[src/rtl/ball_param_sched.sv]
// Per-frame float->int conversion of ball parameters through one shared multiply/convert datapath.
// Optional BALL_PARAM_PRECLAMP_EN adds a per-ball clamped draw size committed alongside the active bank.
`ifdef BALL_PARAM_PRECLAMP_EN
module ball_size_clamp (
    input  logic [31:0] rad,
    input  logic [31:0] z,
    input  logic [31:0] shift,
    output logic [31:0] size
);
    logic signed [33:0] s;

    // Widened so the three-way sum cannot wrap before the clamp.
    assign s = $signed({{2{z[31]}}, z}) + 34'sd10 + $signed({{2{shift[31]}}, shift})
             + $signed({{2{rad[31]}}, rad});

    always_comb begin
        size = s[31:0];
        if (rad == 32'd0)        size = 32'd0;
        else if (s < 34'sd0)     size = 32'd1;
        else if (s > 34'sd80)    size = 32'd80;
    end
endmodule
`endif

module ball_param_sched #(
    parameter int NUM_BALLS = 8,
    parameter int AW        = (NUM_BALLS > 1) ? $clog2(NUM_BALLS) : 1
) (
    input  logic          Clk,
    input  logic          Reset_n,
    input  logic          frame_start,
    input  logic          clr_overrun,
    input  logic [31:0]   relative_shift_z,
    output logic          mem_rd_en,
    output logic [AW+1:0] mem_addr,
    input  logic [31:0]   mem_rd_data,
    input  logic [AW-1:0] rd_idx,
    output logic [31:0]   rd_rad,
    output logic [31:0]   rd_x,
    output logic [31:0]   rd_y,
    output logic [31:0]   rd_z,
    output logic [31:0]   rd_size,
    output logic          busy,
    output logic          done,
    output logic          overrun
);
    typedef enum logic [2:0] {IDLE, REQ, CAPT, CONV, COMMIT} state_t;
    typedef logic [3:0][31:0] ball_t;

    state_t                  state, state_nx;
    logic [AW-1:0]           ball, ball_nx;
    logic [1:0]              field, field_nx;
    logic [31:0]             operand, konst, conv_res;
    logic                    commit, wr_en, ball_last, rd_ok;
    ball_t [NUM_BALLS-1:0]   shadow, bank;

    // Truncating single-precision multiply; zero/denormal operands flush to signed zero.
    function automatic logic [31:0] fp_mul(input logic [31:0] a, input logic [31:0] b);
        logic [24:0]       pt;
        logic signed [9:0] e;
        logic [22:0]       m;
        pt = 25'(({24'd0, 1'b1, a[22:0]} * {24'd0, 1'b1, b[22:0]}) >> 23);
        e  = $signed({2'b0, a[30:23]}) + $signed({2'b0, b[30:23]}) - 10'sd127;
        if (pt[24]) begin
            m = pt[23:1];
            e = e + 10'sd1;
        end else begin
            m = pt[22:0];
        end
        if (a[30:23] == 8'd0 || b[30:23] == 8'd0 || e <= 10'sd0) return {a[31] ^ b[31], 31'd0};
        if (e >= 10'sd255) return {a[31] ^ b[31], 8'hFF, 23'd0};
        return {a[31] ^ b[31], e[7:0], m};
    endfunction

    // Truncates toward zero, saturates to the 32-bit signed range.
    function automatic logic [31:0] fp2int(input logic [31:0] f);
        logic [54:0] mag;
        logic [31:0] ip;
        if (f[30:23] < 8'd127) return 32'd0;
        if (f[30:23] >= 8'd158) return f[31] ? 32'h8000_0000 : 32'h7FFF_FFFF;
        mag = {31'd0, 1'b1, f[22:0]} << (f[30:23] - 8'd127);
        ip  = 32'(mag >> 23);
        return f[31] ? (~ip + 32'd1) : ip;
    endfunction

    assign conv_res  = fp2int(fp_mul(operand, konst));
    assign ball_last = ({{(32-AW){1'b0}}, ball} == 32'(NUM_BALLS - 1));
    assign mem_rd_en = (state == REQ);
    assign mem_addr  = {ball, field};
    assign busy      = (state != IDLE);

    always_comb begin
        state_nx = state;
        ball_nx  = ball;
        field_nx = field;
        commit   = 1'b0;
        wr_en    = 1'b0;
        case (state)
            IDLE: if (frame_start) begin
                state_nx = REQ;
                ball_nx  = '0;
                field_nx = 2'd0;
            end
            REQ:  state_nx = CAPT;
            CAPT: state_nx = CONV;
            CONV: begin
                wr_en = 1'b1;
                if (field != 2'd3) begin
                    field_nx = field + 2'd1;
                    state_nx = REQ;
                end else if (!ball_last) begin
                    ball_nx  = ball + AW'(1);
                    field_nx = 2'd0;
                    state_nx = REQ;
                end else begin
                    state_nx = COMMIT;
                end
            end
            COMMIT: begin
                commit   = 1'b1;
                state_nx = IDLE;
            end
            default: state_nx = IDLE;
        endcase
    end

    always_ff @(posedge Clk or negedge Reset_n) begin
        if (!Reset_n) begin
            state   <= IDLE;
            ball    <= '0;
            field   <= 2'd0;
            operand <= 32'd0;
            konst   <= 32'd0;
            shadow  <= '0;
            bank    <= '0;
            done    <= 1'b0;
            overrun <= 1'b0;
        end else begin
            state <= state_nx;
            ball  <= ball_nx;
            field <= field_nx;
            done  <= commit;
            if (state == CAPT) begin
                operand <= mem_rd_data;
                case (field)
                    2'd0:    konst <= 32'h4120_0000;
                    2'd3:    konst <= 32'h4000_0000;
                    default: konst <= 32'h42C8_0000;
                endcase
            end
            if (wr_en) shadow[ball][field] <= conv_res;
            if (commit) bank <= shadow;
            // A start request while already scanning is dropped but remembered; set beats clear.
            if (frame_start && state != IDLE) overrun <= 1'b1;
            else if (clr_overrun)             overrun <= 1'b0;
        end
    end

    assign rd_ok  = ({{(32-AW){1'b0}}, rd_idx} < 32'(NUM_BALLS));
    assign rd_rad = rd_ok ? bank[rd_idx][0] : 32'd0;
    assign rd_x   = rd_ok ? bank[rd_idx][1] : 32'd0;
    assign rd_y   = rd_ok ? bank[rd_idx][2] : 32'd0;
    assign rd_z   = rd_ok ? bank[rd_idx][3] : 32'd0;

`ifdef BALL_PARAM_PRECLAMP_EN
    logic [NUM_BALLS-1:0][31:0] size_nx, size_q;

    for (genvar g = 0; g < NUM_BALLS; g++) begin : g_clamp
        ball_size_clamp u_clamp (
            .rad   (shadow[g][0]),
            .z     (shadow[g][3]),
            .shift (relative_shift_z),
            .size  (size_nx[g])
        );
    end

    always_ff @(posedge Clk or negedge Reset_n) begin
        if (!Reset_n)    size_q <= '0;
        else if (commit) size_q <= size_nx;
    end

    assign rd_size = rd_ok ? size_q[rd_idx] : 32'd0;
`else
    logic unused_shift;
    assign unused_shift = ^relative_shift_z;
    assign rd_size      = 32'd0;
`endif
endmodule

[config.mk]
export PLATFORM = sky130hd
export DESIGN_NAME = ball_param_sched
export DESIGN_NICKNAME = d
export VERILOG_FILES = /design/src/rtl/ball_param_sched.sv
export SDC_FILE = /design/constraint.sdc
export NUM_CORES = 2
export LEC_CHECK = 0
export CAP_MARGIN = 0
export CORE_UTILIZATION = 50
export CTS_CLUSTER_DIAMETER = 120
export DETAILED_ROUTE_END_ITERATION = 16
export PLACE_DENSITY_LB_ADDON = 0.25
export SLEW_MARGIN = 10
export SYNTH_ARGS = -nofsm -noshare
export SYNTH_HDL_FRONTEND = slang
export SYNTH_SLANG_ARGS = --single-unit
[constraint.sdc]
create_clock -name Clk -period 13 [get_ports Clk]
set_input_delay 1.3 -clock Clk [delete_from_list [all_inputs] [get_ports Clk]]
set_output_delay 1.3 -clock Clk [all_outputs]
set_load 0.02 [all_outputs]
# After elaboration in Yosys (flattened, before gate mapping)
# Cells that the tools add are included.
# classes
add_sub_neg,7
n_eq_ne,11
n_reduce_logical,14
n_lt_le_gt_ge,9
mul,1
n_mux,42
shifts,1
bitwise_logic,2
# op_table
operator,n
$bwmux 1024,1
$bmux 128 s3,1
$demux 128 s3,1
$mux 32,11
$mux 128,2
$demux 32 s2,1
$shl 24x8->55,1
$pmux 26 s2,1
$mul 24x24->48,1
$add 32x1->32 const B,1
$not 32->32,1
$mux 23,1
$mux 3,6
$logic_not 8->1,2
$pmux 3 s4,1
$add 10x2->10 const B,1
$ge 10x9->1 const B,1
$le 10x1->1 const B,1
$mux 1,10
$mux 10,1
$sub 9x7->10 const B,1
$add 8x8->9,1
$ge 8x8->1 const B,1
$lt 3x4->1 const B,2
25 further kinds,36
# totals
out_inout_bits,169
reg_bits,2122
word_cells,158

# Logic depth before layout (Yosys ltp)
# logic_depth
word_depth,18
depth_mapped,43
mapped_depth_nobuf,37

# Worst setup path after synthesis
# OpenSTA, ideal clock, no wires.
# synth_timing
path_kind,reg2reg
from,register konst[25]
to,register shadow[127] (netlist bit)
t_arrival_ns,10.101
setup_time_ns,0.132
period_less_slack_ns,10.233
path_stages_with_launch,41
required_time_ns,12.868
n_path_buf,6
slack_ns,2.767
path_cell_list,dfrtp_1 -> clkbuf_1 -> clkbuf_1 -> nand2_1 -> fa_1 -> fa_1 -> inv_1 -> ha_1 -> ha_1 -> ha_1 -> ha_1 -> ha_1 -> ha_1 -> inv_1 -> fa_1 -> nand2b_1 -> a21oi_1 -> o21ai_1 -> (+5 left out) -> a21oi_1 -> ha_1 -> buf_1 -> o21ai_0 -> o21ai_0 -> nand3b_1 -> nand3_1 -> clkbuf_1 -> nor3_1 -> nor4_1 -> nand3_1 -> or4_1 -> buf_2 -> or3_4 -> o2111a_1 -> nor4_4 -> buf_6 -> o21ai_1
# synth_via
elab_chain_cells,17
word_cells_on_any_way,30
classes_between,add/sub (5); order compare (4); shift (1); mux (16); bitwise (1); reduce/logical (3)
# synth_rtl
item,line_no,rtl
start: declaration,53,"logic [31:0] operand, konst, conv_res;"
start signal: assignment,133,konst <= 32'd0;
start signal: assignment,146,2'd0: konst <= 32'h4120_0000;
start signal: assignment,147,2'd3: konst <= 32'h4000_0000;
$add 8x8->9,63,"e = $signed({2'b0, a[30:23]}) + $signed({2'b0, b[30:23]}) - 10'sd127;"
$sub 9x7->10,63,
$add 10x2->10,66,e = e + 10'sd1;
$mux 10,64,if (pt[24]) begin
$ge 10x9->1,71,"if (e >= 10'sd255) return {a[31] ^ b[31], 8'hFF, 23'd0};"
$mux 1 (2 in series),71,
$mux 32,72,"return {a[31] ^ b[31], e[7:0], m};"
$mux 32 (*),71,
$sub 8x7->8,81,"mag = {31'd0, 1'b1, f[22:0]} << (f[30:23] - 8'd127);"
$shl 24x8->55,81,
$not 32->32,83,return f[31] ? (~ip + 32'd1) : ip;
$add 32x1->32,83,
$mux 32,83,
$mux 32,81,
$mux 32 (*),80,if (f[30:23] >= 8'd158) return f[31] ? 32'h8000_0000 : 32'h7FFF_FFFF;
$bwmux 1024 (*),151,if (wr_en) shadow[ball][field] <= conv_res;
end signal: indexed assignment,151,
end: declaration,55,"ball_t [NUM_BALLS-1:0] shadow, bank;"
# Every way passes the cells marked *; elsewhere a longest branch is shown, timed or not. The select of a mux whose other input is x is not followed.
# A chain may end at the register's enable or synchronous reset.

# Worst setup path in the final report
# layout_timing
from,register konst[25]
to,register shadow[538] (netlist bit)
# The elaborated chain is that of the path after synthesis.

==> flow_metrics.env <==
export IMPL_async_reset_ff_frac=1.00
export IMPL_initial_core_util=0.503
export IMPL_crit_fanout=40
export IMPL_synth_area_um2=93100
export IMPL_max_stage_delay_ns=0.89
export IMPL_period_needed_ns=11.96
export IMPL_cp_arrival_ns=12.63
export IMPL_grt_remaining_overflow=0
export IMPL_nets=7768
export IMPL_dieHeight_um=434
export IMPL_wl_per_cell_um=22.4
export IMPL_design_die_area_um2=188000
export IMPL_synth_largest_area_cell="dfrtp_1"
export IMPL_postCtsResizedCells=0
export IMPL_cts_buffer_depth=3
export IMPL_num_vias=58500
export IMPL_io_pins=240
export IMPL_setup_tns_ns=0
export IMPL_root_buffer="clkbuf_16"
export IMPL_vias_per_cell=5.76
export IMPL_die_w_um=434
export IMPL_yosysMostFrequentCell="dfrtp_1"
export IMPL_dp_hpwl_um=137000
export IMPL_coreArea_um2=185000
export IMPL_hp_class="in2async"
export IMPL_required_ns=13.66
export IMPL_rows=158
export IMPL_ys_types=105
export IMPL_clkSinkCount=2093
export IMPL_critical_path_most_common_cell="ha_1"
export IMPL_period_share=0.920
export IMPL_crit_slowest_cell="dfrtp_1"
export IMPL_drt_iter0_markers=4737
export IMPL_synth_top_area_share=0.562
export IMPL_cts_htree_levels=4
export IMPL_grt_pass1_vias=60900
export IMPL_status="finished clean"
export IMPL_place_congestion=0.857
export IMPL_rsz0062_at_grt="no"
export IMPL_synth_area_per_cell_um2=12.4
export IMPL_crit_type="reg2reg"
export IMPL_ant_nets=0
export IMPL_post_cts_setup_buffers=0
export IMPL_cp_start_kind="register"
export IMPL_cts_buffers=205
export IMPL_drt_wl_total_um=228000
export IMPL_n_fill_cell=15000
export IMPL_cap_violations=0
export IMPL_seq_area_frac_synth=0.562
export IMPL_synthTopCellsByArea="dfrtp_1 (56%), mux2_2 (15%), mux4_2 (6.2%)"
export IMPL_insertion_delay_ns=0.84
export IMPL_synth_seq_cells=2093
export IMPL_grtUsageTotal=0.247
export IMPL_relSlewSlack=0.164
export IMPL_cp_end_kind="register"
export IMPL_path_clk_slew_ns=0.06
export IMPL_syn_to_final_growth_pct=12.2
export IMPL_io_buffers=175
export IMPL_antenna_found_initial=4
export IMPL_worst_pin_slew_ns=1.24
export IMPL_syn_inst=7522
export IMPL_max_freq_mhz=83.6
export IMPL_ctsHoldBuffers=0
export IMPL_slew_viol_final=0
export IMPL_drtPass1Iterations=6
export IMPL_synthFlopType="dfrtp_1"
export IMPL_yosysWarningCount=0
export IMPL_fin_skew_ns=0.0251
export IMPL_final_setup_viol_count=0
export IMPL_synth_edff_count=0
export IMPL_ys_top_cells_by_count="dfrtp_1 (2,093), mux2_2 (1,239), nand2_1 (1,133)"
export IMPL_cts_tree="done"
export IMPL_finalHoldViolCount=0
export IMPL_grt_pass1_wl_um=360000
export IMPL_drive_gt1_frac=0.274
export IMPL_drc=0
export IMPL_grt_start_max_net_pins=194
==> path summary, 6_finish.rpt <==
kind / startpoint / endpoint / slack [ns] / cells after the start
max in group asynchronous: Reset_n / bank[727] / 9.32 / 4
worst max-delay path: konst[25] / shadow[538] / 1.04 / 36
worst min-delay path: Reset_n / shadow[76] / 0.45 / 1
min in group Clk: shadow[790] / shadow[790] / 0.47 / 2
worst max register to register: konst[25] / shadow[538] / 1.04 / 36
worst min register to register: shadow[790] / shadow[790] / 0.47 / 2
==> metal layers <==
layer,track usage,vias up,wire length (µm)
li1,-,26500,-
met1,0.336,30400,100000
met2,0.410,1178,112000
met3,0.0338,352,9080
met4,0.0813,2,7040
met5,0.00442,-,112
==> cells by family after synthesis <==
family | after synthesis | share of synthesized area
compound gates | 1391 | 0.0850
fa+ha+maj | 201 | 0.0305
simple gates | 1547 | 0.0696
xor+xnor | 53 | 0.00559
buf+inv | 699 | 0.0304
mux | 1537 | 0.216
flops | 2093 | 0.562
other cells | 1 | 0.0000403
==> per-stage QoR <==
stage	util	instance area [µm²]	std cells	setup WS (ns)	hold slack, ns
final	0.564	105000	10200	1.04	0.447
after global routing	0.564	104000	10200	0.338	0.486
after CTS	0.564	104000	10200	1.12	0.459
after detailed placement	0.527	97500	9769	1.18	0.464
after global placement	0.527	97500	9769	1.33	0.455
after floorplan	-	93200	7553	2.77	0.444
==> critical path: cells and delay by family, from the launching register on <==
| kind | cells | cell delay [ns] |
|---|---|---|
| xor gates and xnor gates | 2 | 0.43 |
| and+or+nand+nor | 5 | 2.03 |
| AOI/OAI and AO/OA | 13 | 3.38 |
| DFF | 1 | 0.89 |
| adders and majority gates | 10 | 3.65 |
| buffers and inverters | 6 | 1.30 |
==> cell type report <==
type,count,area (µm²),area share
Multi-Input combinational cell,4761,38400,0.367
Sequential cell,2093,52400,0.501
Tap cell,2480,3100,0.0297
Antenna cell,4,10.0,0.0000958
Clock inverter,65,724,0.00693
Inverter,105,394,0.00377
Clock buffer,316,6230,0.0596
Timing Repair Buffer,330,3300,0.0315
==> placed cells by master, fill, tap and decap left out, drive strengths merged, types with 22 or more instances in the layout <==
cell	instances
inv	111
buf	158
o211ai	25
o21ai	1022
a22o	37
dfrtp	2093
nor4	26
clkdlybuf4s50	171
a21oi	99
and2	23
clkinv	45
ha	158
nor2	149
nand3	53
fa	43
nand2	1133
mux2i	41
nand4	22
mux2	1239
a31oi	25
nor3	53
mux4	257
conb	32
xnor2	35
clkbuf	317
==> sequential cells by signal, indices dropped and copies added (netlist names) <==
| register | count |
|---|---|
| bank | 1024 |
| shadow | 1024 |
| operand | 32 |
| ball | 3 |
| konst | 3 |
| state | 3 |
| field | 2 |
| done | 1 |
| overrun | 1 |
Power is left out: the tool's default activity adds up to more than one toggle a clock period on the data nets, which glitch-free logic cannot reach.
